## config.mk

```make
export PLATFORM = sky130hd
export DESIGN_NAME = maze_path_tracker
export DESIGN_NICKNAME = d
export VERILOG_FILES = /design/src/rtl/maze_pkg.sv /design/src/rtl/btn_edge.sv /design/src/rtl/maze_path_tracker.sv
export SDC_FILE = /design/constraint.sdc
export NUM_CORES = 1
export LEC_CHECK = 0
export BUFFER_PORTS_ARGS = -buffer_cell sky130_fd_sc_hd__clkbuf_2
export CORE_AREA = 2 2 76 78
export DETAILED_ROUTE_END_ITERATION = 7
export DIE_AREA = 0 0 78 80
export HOLD_SLACK_MARGIN = 0.05
export PLACE_DENSITY = 0.69
export SETUP_SLACK_MARGIN = 0.05
export SKIP_LAST_GASP = 1
export SYNTH_ARGS = -nofsm -noshare
export SYNTH_HDL_FRONTEND = slang
export SYNTH_SLANG_ARGS = --single-unit
```

## constraint.sdc

```tcl
create_clock -name clk -period 3.6 [get_ports clk]
set_input_delay 0.54 -clock clk [delete_from_list [all_inputs] [get_ports clk]]
set_output_delay 0.54 -clock clk [all_outputs]
set_load 0.05 [all_outputs]
```

## src/rtl/maze_pkg.sv

```systemverilog
// Shared maze definitions: grid constants, tracker state encoding and the
// cell-to-bit mapping that the VGA renderer also uses.
package maze_pkg;

    localparam int MAZE_MAX_DIM = 3;
    localparam int PATH_W       = 9;
    localparam int DIM_W        = 3;
    localparam int POS_W        = 2;

    typedef enum logic [1:0] {
        S_INIT  = 2'd0,
        S_TRACK = 2'd1,
        S_DONE  = 2'd2
    } state_t;

    // Column-major packing: renderer slices path_array[x][y] from these bits.
    function automatic logic [3:0] cell_idx(input logic [POS_W-1:0] x,
                                            input logic [POS_W-1:0] y);
        return ({2'b00, x} * 4'd3) + {2'b00, y};
    endfunction

endpackage

```

## src/rtl/btn_edge.sv

```systemverilog
// Two-flop synchronizer for a raw asynchronous level followed by a
// rising-edge detector that emits a single-cycle pulse.
module btn_edge (
    input  logic clk,
    input  logic reset,
    input  logic raw_i,
    output logic evt_o
);

    logic sync1_q;
    logic sync2_q;
    logic dly_q;

    always_ff @(posedge clk or negedge reset) begin
        if (!reset) begin
            sync1_q <= 1'b0;
            sync2_q <= 1'b0;
            dly_q   <= 1'b0;
        end else begin
            sync1_q <= raw_i;
            sync2_q <= sync1_q;
            dly_q   <= sync2_q;
        end
    end

    assign evt_o = sync2_q & ~dly_q;

endmodule

```

## src/rtl/maze_path_tracker.sv

```systemverilog
// Cursor tracker for the maze renderer: marks visited cells and counts moves.
// Optional macro PATH_BACKTRACK_EN: stepping back onto the previous cell erases the cell left.
//
// state   | meaning
// S_INIT  | latch clamped dims, visit (0,0), clear count
// S_TRACK | accept single in-range direction events
// S_DONE  | cursor on goal cell, direction events ignored
module maze_path_tracker
    import maze_pkg::*;
#(
    parameter int MAX_DIM = 3,
    parameter int CNT_W   = 8
) (
    input  logic                         clk,
    input  logic                         reset,
    input  logic                         btn_up,
    input  logic                         btn_down,
    input  logic                         btn_left,
    input  logic                         btn_right,
    input  logic                         clear,
    input  logic [2:0]                   maze_width,
    input  logic [2:0]                   maze_height,
    output logic [MAX_DIM*MAX_DIM-1:0]   path_data,
    output logic [1:0]                   cur_x,
    output logic [1:0]                   cur_y,
    output logic [CNT_W-1:0]             move_count,
    output logic                         done
);

    localparam int PW = MAX_DIM * MAX_DIM;
    localparam logic [DIM_W-1:0] MAX_D = DIM_W'(MAX_DIM);

    logic evt_up;
    logic evt_down;
    logic evt_left;
    logic evt_right;
    logic evt_clear;

    btn_edge u_edge_up    (.clk(clk), .reset(reset), .raw_i(btn_up),    .evt_o(evt_up));
    btn_edge u_edge_down  (.clk(clk), .reset(reset), .raw_i(btn_down),  .evt_o(evt_down));
    btn_edge u_edge_left  (.clk(clk), .reset(reset), .raw_i(btn_left),  .evt_o(evt_left));
    btn_edge u_edge_right (.clk(clk), .reset(reset), .raw_i(btn_right), .evt_o(evt_right));
    btn_edge u_edge_clear (.clk(clk), .reset(reset), .raw_i(clear),     .evt_o(evt_clear));

    function automatic logic [DIM_W-1:0] clamp_dim(input logic [DIM_W-1:0] d);
        if (d == '0) begin
            return DIM_W'(1);
        end else if (d > MAX_D) begin
            return MAX_D;
        end
        return d;
    endfunction

    state_t             state_q, state_d;
    logic [DIM_W-1:0]   w_q, w_d;
    logic [DIM_W-1:0]   h_q, h_d;
    logic [PW-1:0]      path_q, path_d;
    logic [POS_W-1:0]   x_q, x_d;
    logic [POS_W-1:0]   y_q, y_d;
    logic [CNT_W-1:0]   cnt_q, cnt_d;
`ifdef PATH_BACKTRACK_EN
    logic [POS_W-1:0]   px_q, px_d;
    logic [POS_W-1:0]   py_q, py_d;
    // Cleared by a backtrack so an immediate reverse of it counts as a normal move.
    logic               bt_ok_q, bt_ok_d;
`endif

    logic [2:0]         dir_cnt;
    logic [DIM_W-1:0]   tx;
    logic [DIM_W-1:0]   ty;
    logic               in_range;
    logic               move_ok;

    always_comb begin
        dir_cnt  = 3'(evt_up) + 3'(evt_down) + 3'(evt_left) + 3'(evt_right);
        tx       = {1'b0, x_q};
        ty       = {1'b0, y_q};
        in_range = 1'b0;
        if (evt_up) begin
            in_range = (y_q != '0);
            ty       = {1'b0, y_q} - 3'd1;
        end else if (evt_down) begin
            ty       = {1'b0, y_q} + 3'd1;
            in_range = (ty < h_q);
        end else if (evt_left) begin
            in_range = (x_q != '0);
            tx       = {1'b0, x_q} - 3'd1;
        end else if (evt_right) begin
            tx       = {1'b0, x_q} + 3'd1;
            in_range = (tx < w_q);
        end
        move_ok = (dir_cnt == 3'd1) && in_range;
    end

    always_comb begin
        state_d = state_q;
        w_d     = w_q;
        h_d     = h_q;
        path_d  = path_q;
        x_d     = x_q;
        y_d     = y_q;
        cnt_d   = cnt_q;
`ifdef PATH_BACKTRACK_EN
        px_d    = px_q;
        py_d    = py_q;
        bt_ok_d = bt_ok_q;
`endif
        if (evt_clear) begin
            state_d = S_INIT;
        end else begin
            case (state_q)
                S_INIT: begin
                    w_d    = clamp_dim(maze_width);
                    h_d    = clamp_dim(maze_height);
                    path_d = PW'(1);
                    x_d    = '0;
                    y_d    = '0;
                    cnt_d  = '0;
`ifdef PATH_BACKTRACK_EN
                    px_d    = '0;
                    py_d    = '0;
                    bt_ok_d = 1'b0;
`endif
                    state_d = ((w_d == 3'd1) && (h_d == 3'd1)) ? S_DONE : S_TRACK;
                end
                S_TRACK: begin
                    if (move_ok) begin
                        x_d = tx[POS_W-1:0];
                        y_d = ty[POS_W-1:0];
                        path_d[cell_idx(tx[POS_W-1:0], ty[POS_W-1:0])] = 1'b1;
`ifdef PATH_BACKTRACK_EN
                        if (bt_ok_q && (tx[POS_W-1:0] == px_q) && (ty[POS_W-1:0] == py_q)) begin
                            path_d[cell_idx(x_q, y_q)] = 1'b0;
                            cnt_d   = (cnt_q == '0) ? cnt_q : cnt_q - CNT_W'(1);
                            bt_ok_d = 1'b0;
                        end else begin
                            cnt_d   = (cnt_q == '1) ? cnt_q : cnt_q + CNT_W'(1);
                            bt_ok_d = 1'b1;
                        end
                        px_d = x_q;
                        py_d = y_q;
`else
                        cnt_d = (cnt_q == '1) ? cnt_q : cnt_q + CNT_W'(1);
`endif
                        if ((tx == w_q - 3'd1) && (ty == h_q - 3'd1)) begin
                            state_d = S_DONE;
                        end
                    end
                end
                S_DONE: begin
                    state_d = S_DONE;
                end
                default: begin
                    state_d = S_INIT;
                end
            endcase
        end
    end

    always_ff @(posedge clk or negedge reset) begin
        if (!reset) begin
            state_q <= S_INIT;
            w_q     <= DIM_W'(1);
            h_q     <= DIM_W'(1);
            path_q  <= '0;
            x_q     <= '0;
            y_q     <= '0;
            cnt_q   <= '0;
`ifdef PATH_BACKTRACK_EN
            px_q    <= '0;
            py_q    <= '0;
            bt_ok_q <= 1'b0;
`endif
        end else begin
            state_q <= state_d;
            w_q     <= w_d;
            h_q     <= h_d;
            path_q  <= path_d;
            x_q     <= x_d;
            y_q     <= y_d;
            cnt_q   <= cnt_d;
`ifdef PATH_BACKTRACK_EN
            px_q    <= px_d;
            py_q    <= py_d;
            bt_ok_q <= bt_ok_d;
`endif
        end
    end

    assign path_data  = path_q;
    assign cur_x      = x_q;
    assign cur_y      = y_q;
    assign move_count = cnt_q;
    assign done       = (state_q == S_DONE);

endmodule
```

==> impl_metrics.ini, run 1 <==
[clock_network]
cts_hold_buf = 0
cts_buffers = 5
root_buffer = clkbuf_8
cts_buffer_depth = 2
clock_latency_ps = 300
h-tree-depth = 2
cts_setup_buffers = 0
cts.sinks = 44
cts.clk_slew.worst_paths_ps = 80
cts_tree = done

[power]
pwr-share-clk_pct = 19.2
p_leak_nw = 1.341
peakVddDrop_v = 0.0003789
p_per_area_nw_per_um2 = 662.3
power.internal_mw = 1.091
power_frac_seq_pct = 31.6
switching_share_pct = 44.27
combPwrFrac_pct = 49.2
power.net_switching_mw = 0.8669

[flow_run]
max_cap_violations = 0

[die]
io-pin-count = 35
initial_utilization_pct = 48.24
dieArea_um2 = 6240
dieHeight_um = 80
chipWidth_um = 78
core-area_um2 = 5405
rows = 27

[worst_setup_path]
cp-end-kind = register
cp.required_ps = 3780
r2r_setup_slack_ps = 320
crit_slowest_cell = fa_1
ff2ff_path_depth = 11
critPathKind = register to register
path_cells = nor2b_4 -> inv_4 -> fa_1 -> nor2_1 -> ha_1 -> a211oi_1 -> o211ai_1 -> a21o_1 -> a2111oi_4 -> o21ai_1 -> o41ai_1
critPathLaunchType = register
cp_max_fo = 10
max_stage_delay_ps = 550
cp.arrival_ps = 3460

[routing]
route.detailed.drc = 0
wire_per_inst_um = 14.98
drtIter0Drc = 101
viasPerCell = 5.553
vias = 2027
dr.pass1.iters = 4
finalWirelength_um = 5469
ant_nets = 0

[placement]
port_buffers = 34
dp_cells = 357
hpwl_um = 4174
gp_congestion = 0.9091

[sta]
fin_skew_ps = 6.443
tns_ps = 0
drv_slew = 0
worstMarginPinSlew_ps = 844.1
setup_viol = 0
fmax_ghz = 0.3045
rsz0062_at_grt = false
fin_crit_ps = 3284
final_hold_viol_count = 0
slew_headroom_pct = 43.61
finalCritPeriodShare_pct = 91.22

[hold_path]
hp-class = input pin to asynchronous set/reset pin

[synth]
synth.top_cell.area_share_pct = 40.31
synthTopCellsByArea = dfrtp_1, ha_1, o21ai_0
ys_seq_elements = 44
postSynth.asyncResetShare_pct = 100.0
synth_cells = 257
synth_area_leader_cell = dfrtp_1
yosysSeqAreaShare_pct = 42.32
syn_nets = 293
synth_area_um2 = 2608
synth-edff-count = 0
syn_area_per_cell_um2 = 10.15
synth_flop_cell = dfrtp_1
synth_warnings = 0
synth.distinct_cells = 57

[layout]
n_antenna_cell = 0
final.fill_count = 504
final_layout_size_suffix_gt1_share_pct = 21.50
layout_common_cells = dfrtp_1, clkbuf_2, inv_1, ha_1, o21ai_0
stdcell_count = 365
layout_commonest_cell = dfrtp_1
syn_to_final_growth_pct = 13.39
nets = 328
final_core_util_pct = 54.70

[global_routing]
antenna_found_initial = 0
grt_usage_pct = 18.91
grt_pass1_wl_um = 9170
grt_start_max_net_pins = 30
grt-ovfl-total = 0
grt_pass1_vias = 1905

[outcome]
status = finished, final reports clean
## flip-flops by register name (all words and copies together) (netlist names), 2 cells and up
name and flops:
w_q 3, cur_y 2, path_data 9, state_q 2
move_count 8, h_q 3, cur_x 2
## per-layer routing
layer	up-vias	GRT usage (%)	share of wire, %
li1	987	-	-
met2	49	28.79	47
met3	7	3.394	4.4
met1	984	27.08	48
met4	0	6.842	1.5
met5	-	0	0
## cells in the mapped netlist (2+ instances only)
cell       n
a211oi_1   2
a211oi_2   2
a21oi_1    9
a22o_1     7
a311oi_1   2
a31oi_1    5
a32o_1     2
a41oi_1    2
and3b_1    2
clkbuf_1   6
dfrtp_1   42
dfstp_2    2
fa_1       3
ha_1      20
inv_1     21
mux2i_1    7
nand2_1   18
nand2b_1   5
nand3_1    4
nand4_1    2
nor2_1    16
nor2b_1    3
nor3_1     5
nor3b_1    2
nor4b_1    2
o211ai_1   2
o21ai_0   19
o21ai_1    4
o21bai_1   2
o22ai_1    2
o41ai_1    3
xnor2_1    9
## stage by stage
| stage | power [mW] | hold slack, ps | instance area (µm²) | setup WS, ps |
|---|---|---|---|---|
| 6_report | 1.958 | 152.9 | 2957 | 316.0 |
| 5_1_grt | 2.110 | 175.1 | 2957 | 74.35 |
| 4_1_cts | 1.971 | 154.5 | 2955 | 285.4 |
| 3_5_place_dp | 1.585 | 335.5 | 2844 | 308.1 |
| 3_3_place_gp | 1.563 | 334.3 | 2844 | 391.2 |
| 2_1_floorplan | 1.363 | 244.4 | 2608 | 149.8 |
## path summary, 6_finish.rpt
check / startpoint / endpoint
max in group asynchronous: reset / w_q[0]
worst max register to register: u_edge_down.sync2_q / state_q[1]
min in group clk: btn_right / u_edge_right.sync1_q
worst min register to register: u_edge_right.sync1_q / u_edge_right.sync2_q
worst min-delay path: reset / u_edge_down.sync1_q
worst max-delay path: u_edge_down.sync2_q / state_q[1]
## worst max-delay path, delay by kind of cell, from the launching register on
family,cells,cell delay (ps)
buf+inv,1,80
flops,1,380
simple gates,2,370
fa+ha+maj,2,820
compound gates,6,1520
## cell type report
type | instances | area [µm²] | share of cell area (%)
Clock inverter | 3 | 42.54 | 1.439
Sequential cell | 44 | 1105 | 37.37
Tap cell | 72 | 90.09 | 3.047
Timing Repair Buffer | 37 | 192.7 | 6.517
Inverter | 23 | 88.84 | 3.005
Clock buffer | 5 | 68.82 | 2.328
Multi-Input combinational cell | 181 | 1369 | 46.30
## repair_timing
action                                  in CTS  in global routing
endpoints found under the setup margin       0                  4
resized for setup                            0                  1
hold endpoints to repair                     0                  0
## power groups by stage
stage / combinational [mW] / sequential (mW) / clock [mW]
4_1_cts: 0.964 / 0.618 / 0.389
3_3_place_gp: 0.937 / 0.626 / 0
6_report: 0.964 / 0.619 / 0.376
2_1_floorplan: 0.648 / 0.715 / 0
5_1_grt: 1.07 / 0.629 / 0.409
3_5_place_dp: 0.957 / 0.628 / 0
## kinds of logic (layout without fill, tap and decap cells)
logic type               count (synthesis)  in the layout  share of synthesized area [%]
multiplexers                             8              8                          3.119
AND/OR/NAND/NOR                         67             67                          13.72
flip-flops                              44             44                          42.32
adder cells (fa/ha/maj)                 23             23                          11.90
buffers and inverters                   32             68                          5.182
XOR/XNOR                                10             10                          3.359
AO/OA/AOI/OAI                           73             73                          20.39
No activity file was read; power rests on OpenSTA's default activity.
==> run 2: changes to the inputs <==
--- a/config.mk
+++ b/config.mk
@@ -11,6 +11,7 @@
 export DIE_AREA = 0 0 78 80
 export HOLD_SLACK_MARGIN = 0.05
 export PLACE_DENSITY = 0.69
+export RECOVER_POWER = 100
 export SETUP_SLACK_MARGIN = 0.05
 export SKIP_LAST_GASP = 1
 export SYNTH_ARGS = -nofsm -noshare
==> impl_metrics.ini, run 2 (synthesis gave the netlist of run 1 again) <==
[outcome]
status = complete, but fails checks
violations = max-capacitance violations, max-slew violations

[global_routing]
grt-ovfl-total = 0
grt_start_max_net_pins = 30
grt_pass1_wl_um = 9170
antenna_found_initial = 0
grt_usage_pct = 18.91
grt_pass1_vias = 1905

[layout]
final.fill_count = 515
multi_input_area_um2 = 1359
layout_common_cells = dfrtp_1, clkbuf_1, inv_1, o21ai_0, ha_1
stdcell_count = 365
nets = 328
n_antenna_cell = 0
largest_register_ffs = 9
final-seq-area_um2 = 1105
final_layout_size_suffix_gt1_share_pct = 12.29
layout_commonest_cell = dfrtp_1
syn_to_final_growth_pct = 11.61

[worst_setup_path]
ff2ff_path_depth = 12
rr_startpoint = cur_x[1]
cp.arrival_ps = 3540
critPathLaunchType = register
cp-end-kind = register
reg2reg_to = path_data[7]
timing.critical_path.to = path_data[7]
crit_start = cur_x[1]
r2r_setup_slack_ps = 290
critPathKind = register to register
cp_max_fo = 7
cp.required_ps = 3840

[die]
rows = 27
chipWidth_um = 78
core-area_um2 = 5405
dieArea_um2 = 6240
io-pin-count = 35
dieHeight_um = 80
initial_utilization_pct = 48.24

[sta]
tns_ps = 0
rsz0062_at_grt = false
fmax_ghz = 0.3026
fin_crit_ps = 3305
worstMarginPinSlew_ps = 1539
drv_slew = 30
finalCritPeriodShare_pct = 91.81
slew_headroom_pct = -2.600
fin_skew_ps = 3.778
final_hold_viol_count = 0
setup_viol = 0

[hold_path]
hp-class = input pin to asynchronous set/reset pin

[routing]
drtIter0Drc = 107
ant_nets = 0
finalWirelength_um = 5540
viasPerCell = 5.567
wire_per_inst_um = 15.18
dr.pass1.iters = 4
vias = 2032
route.detailed.drc = 0

[flow_run]
max_cap_violations = 1

[placement]
hpwl_um = 4174
gp_congestion = 0.9091
port_buffers = 34
dp_cells = 357

[clock_network]
cts.clk_slew.worst_paths_ps = 80
cts_setup_buffers = 0
h-tree-depth = 2
cts.sinks = 44
clock_latency_ps = 300
cts_buffers = 5
root_buffer = clkbuf_8
cts_buffer_depth = 2
cts_tree = done

[power]
p_per_area_nw_per_um2 = 668.6
p_leak_nw = 1.255
peakVddDrop_v = 0.0003711
run 2: power by group:
group	total, mW	switching [mW]	internal, mW
Clock	0.373	0.168	0.205
Sequential	0.619	0.0548	0.564
Combinational	0.954	0.645	0.309
Total	1.95	0.868	1.08
run 2: cell type report:
type | count | area share [%]
clock buffers | 5 | 2.365
flip-flops and latches | 44 | 37.96
well taps | 72 | 3.095
clock inverters | 3 | 1.462
multi-input cells | 181 | 46.69
repair buffers | 37 | 5.374
inverters | 23 | 3.052
run 2: how the worst min path moves through the flow:
| stage | slack (ps) | cells past startpoint | from | endpoint |
|---|---|---|---|---|
| 3_5_place_dp | 340 | 0 | u_edge_right.sync1_q | u_edge_right.sync2_q |
| 6_report | 320 | 1 | reset | u_edge_down.sync1_q |
| 2_1_floorplan | 240 | 0 | reset | cur_x[0] |
| 4_1_cts | 150 | 1 | reset | u_edge_down.sync1_q |
| 3_3_place_gp | 330 | 0 | u_edge_clear.sync1_q | u_edge_clear.sync2_q |
| 5_1_grt | 320 | 1 | clear | u_edge_clear.sync1_q |
run 2: timing repair:
action / in CTS / in global routing
gates resized for setup: 0 / 1
hold buffers: 0 / 0
endpoints found under the setup margin: 0 / 4
run 2: critical path, stage by stage, from the launching register on:
cell and delay, ps:
dfrtp_1 460, inv_1 130, ha_1 330, nor2_1 60
o2bb2ai_1 160, or2_2 340, fa_1 510, inv_1 40
ha_1 180, inv_1 60, fa_1 520, nor3_1 290
a22o_1 180
run 2: metal layers:
metal  global-route usage, %  wire length (µm)
met4                   6.842                81
met2                   28.79              2556
met1                   27.08              2662
met5                       0                 0
met3                   3.394               239
run 2: stage by stage:
stage / power [mW] / setup slack (ps) / instance area [µm²] / hold slack (ps) / util, %
CTS: 1.971 / 285.4 / 2955 / 154.5 / 54.68
global route: 2.092 / 62.51 / 2910 / 322.7 / 53.84
finish: 1.946 / 294.9 / 2910 / 322.3 / 53.84
floorplan: 1.363 / 149.8 / 2608 / 244.4 / -
detailed placement: 1.585 / 308.1 / 2844 / 335.5 / 52.62
global placement: 1.563 / 391.2 / 2844 / 334.3 / 52.62
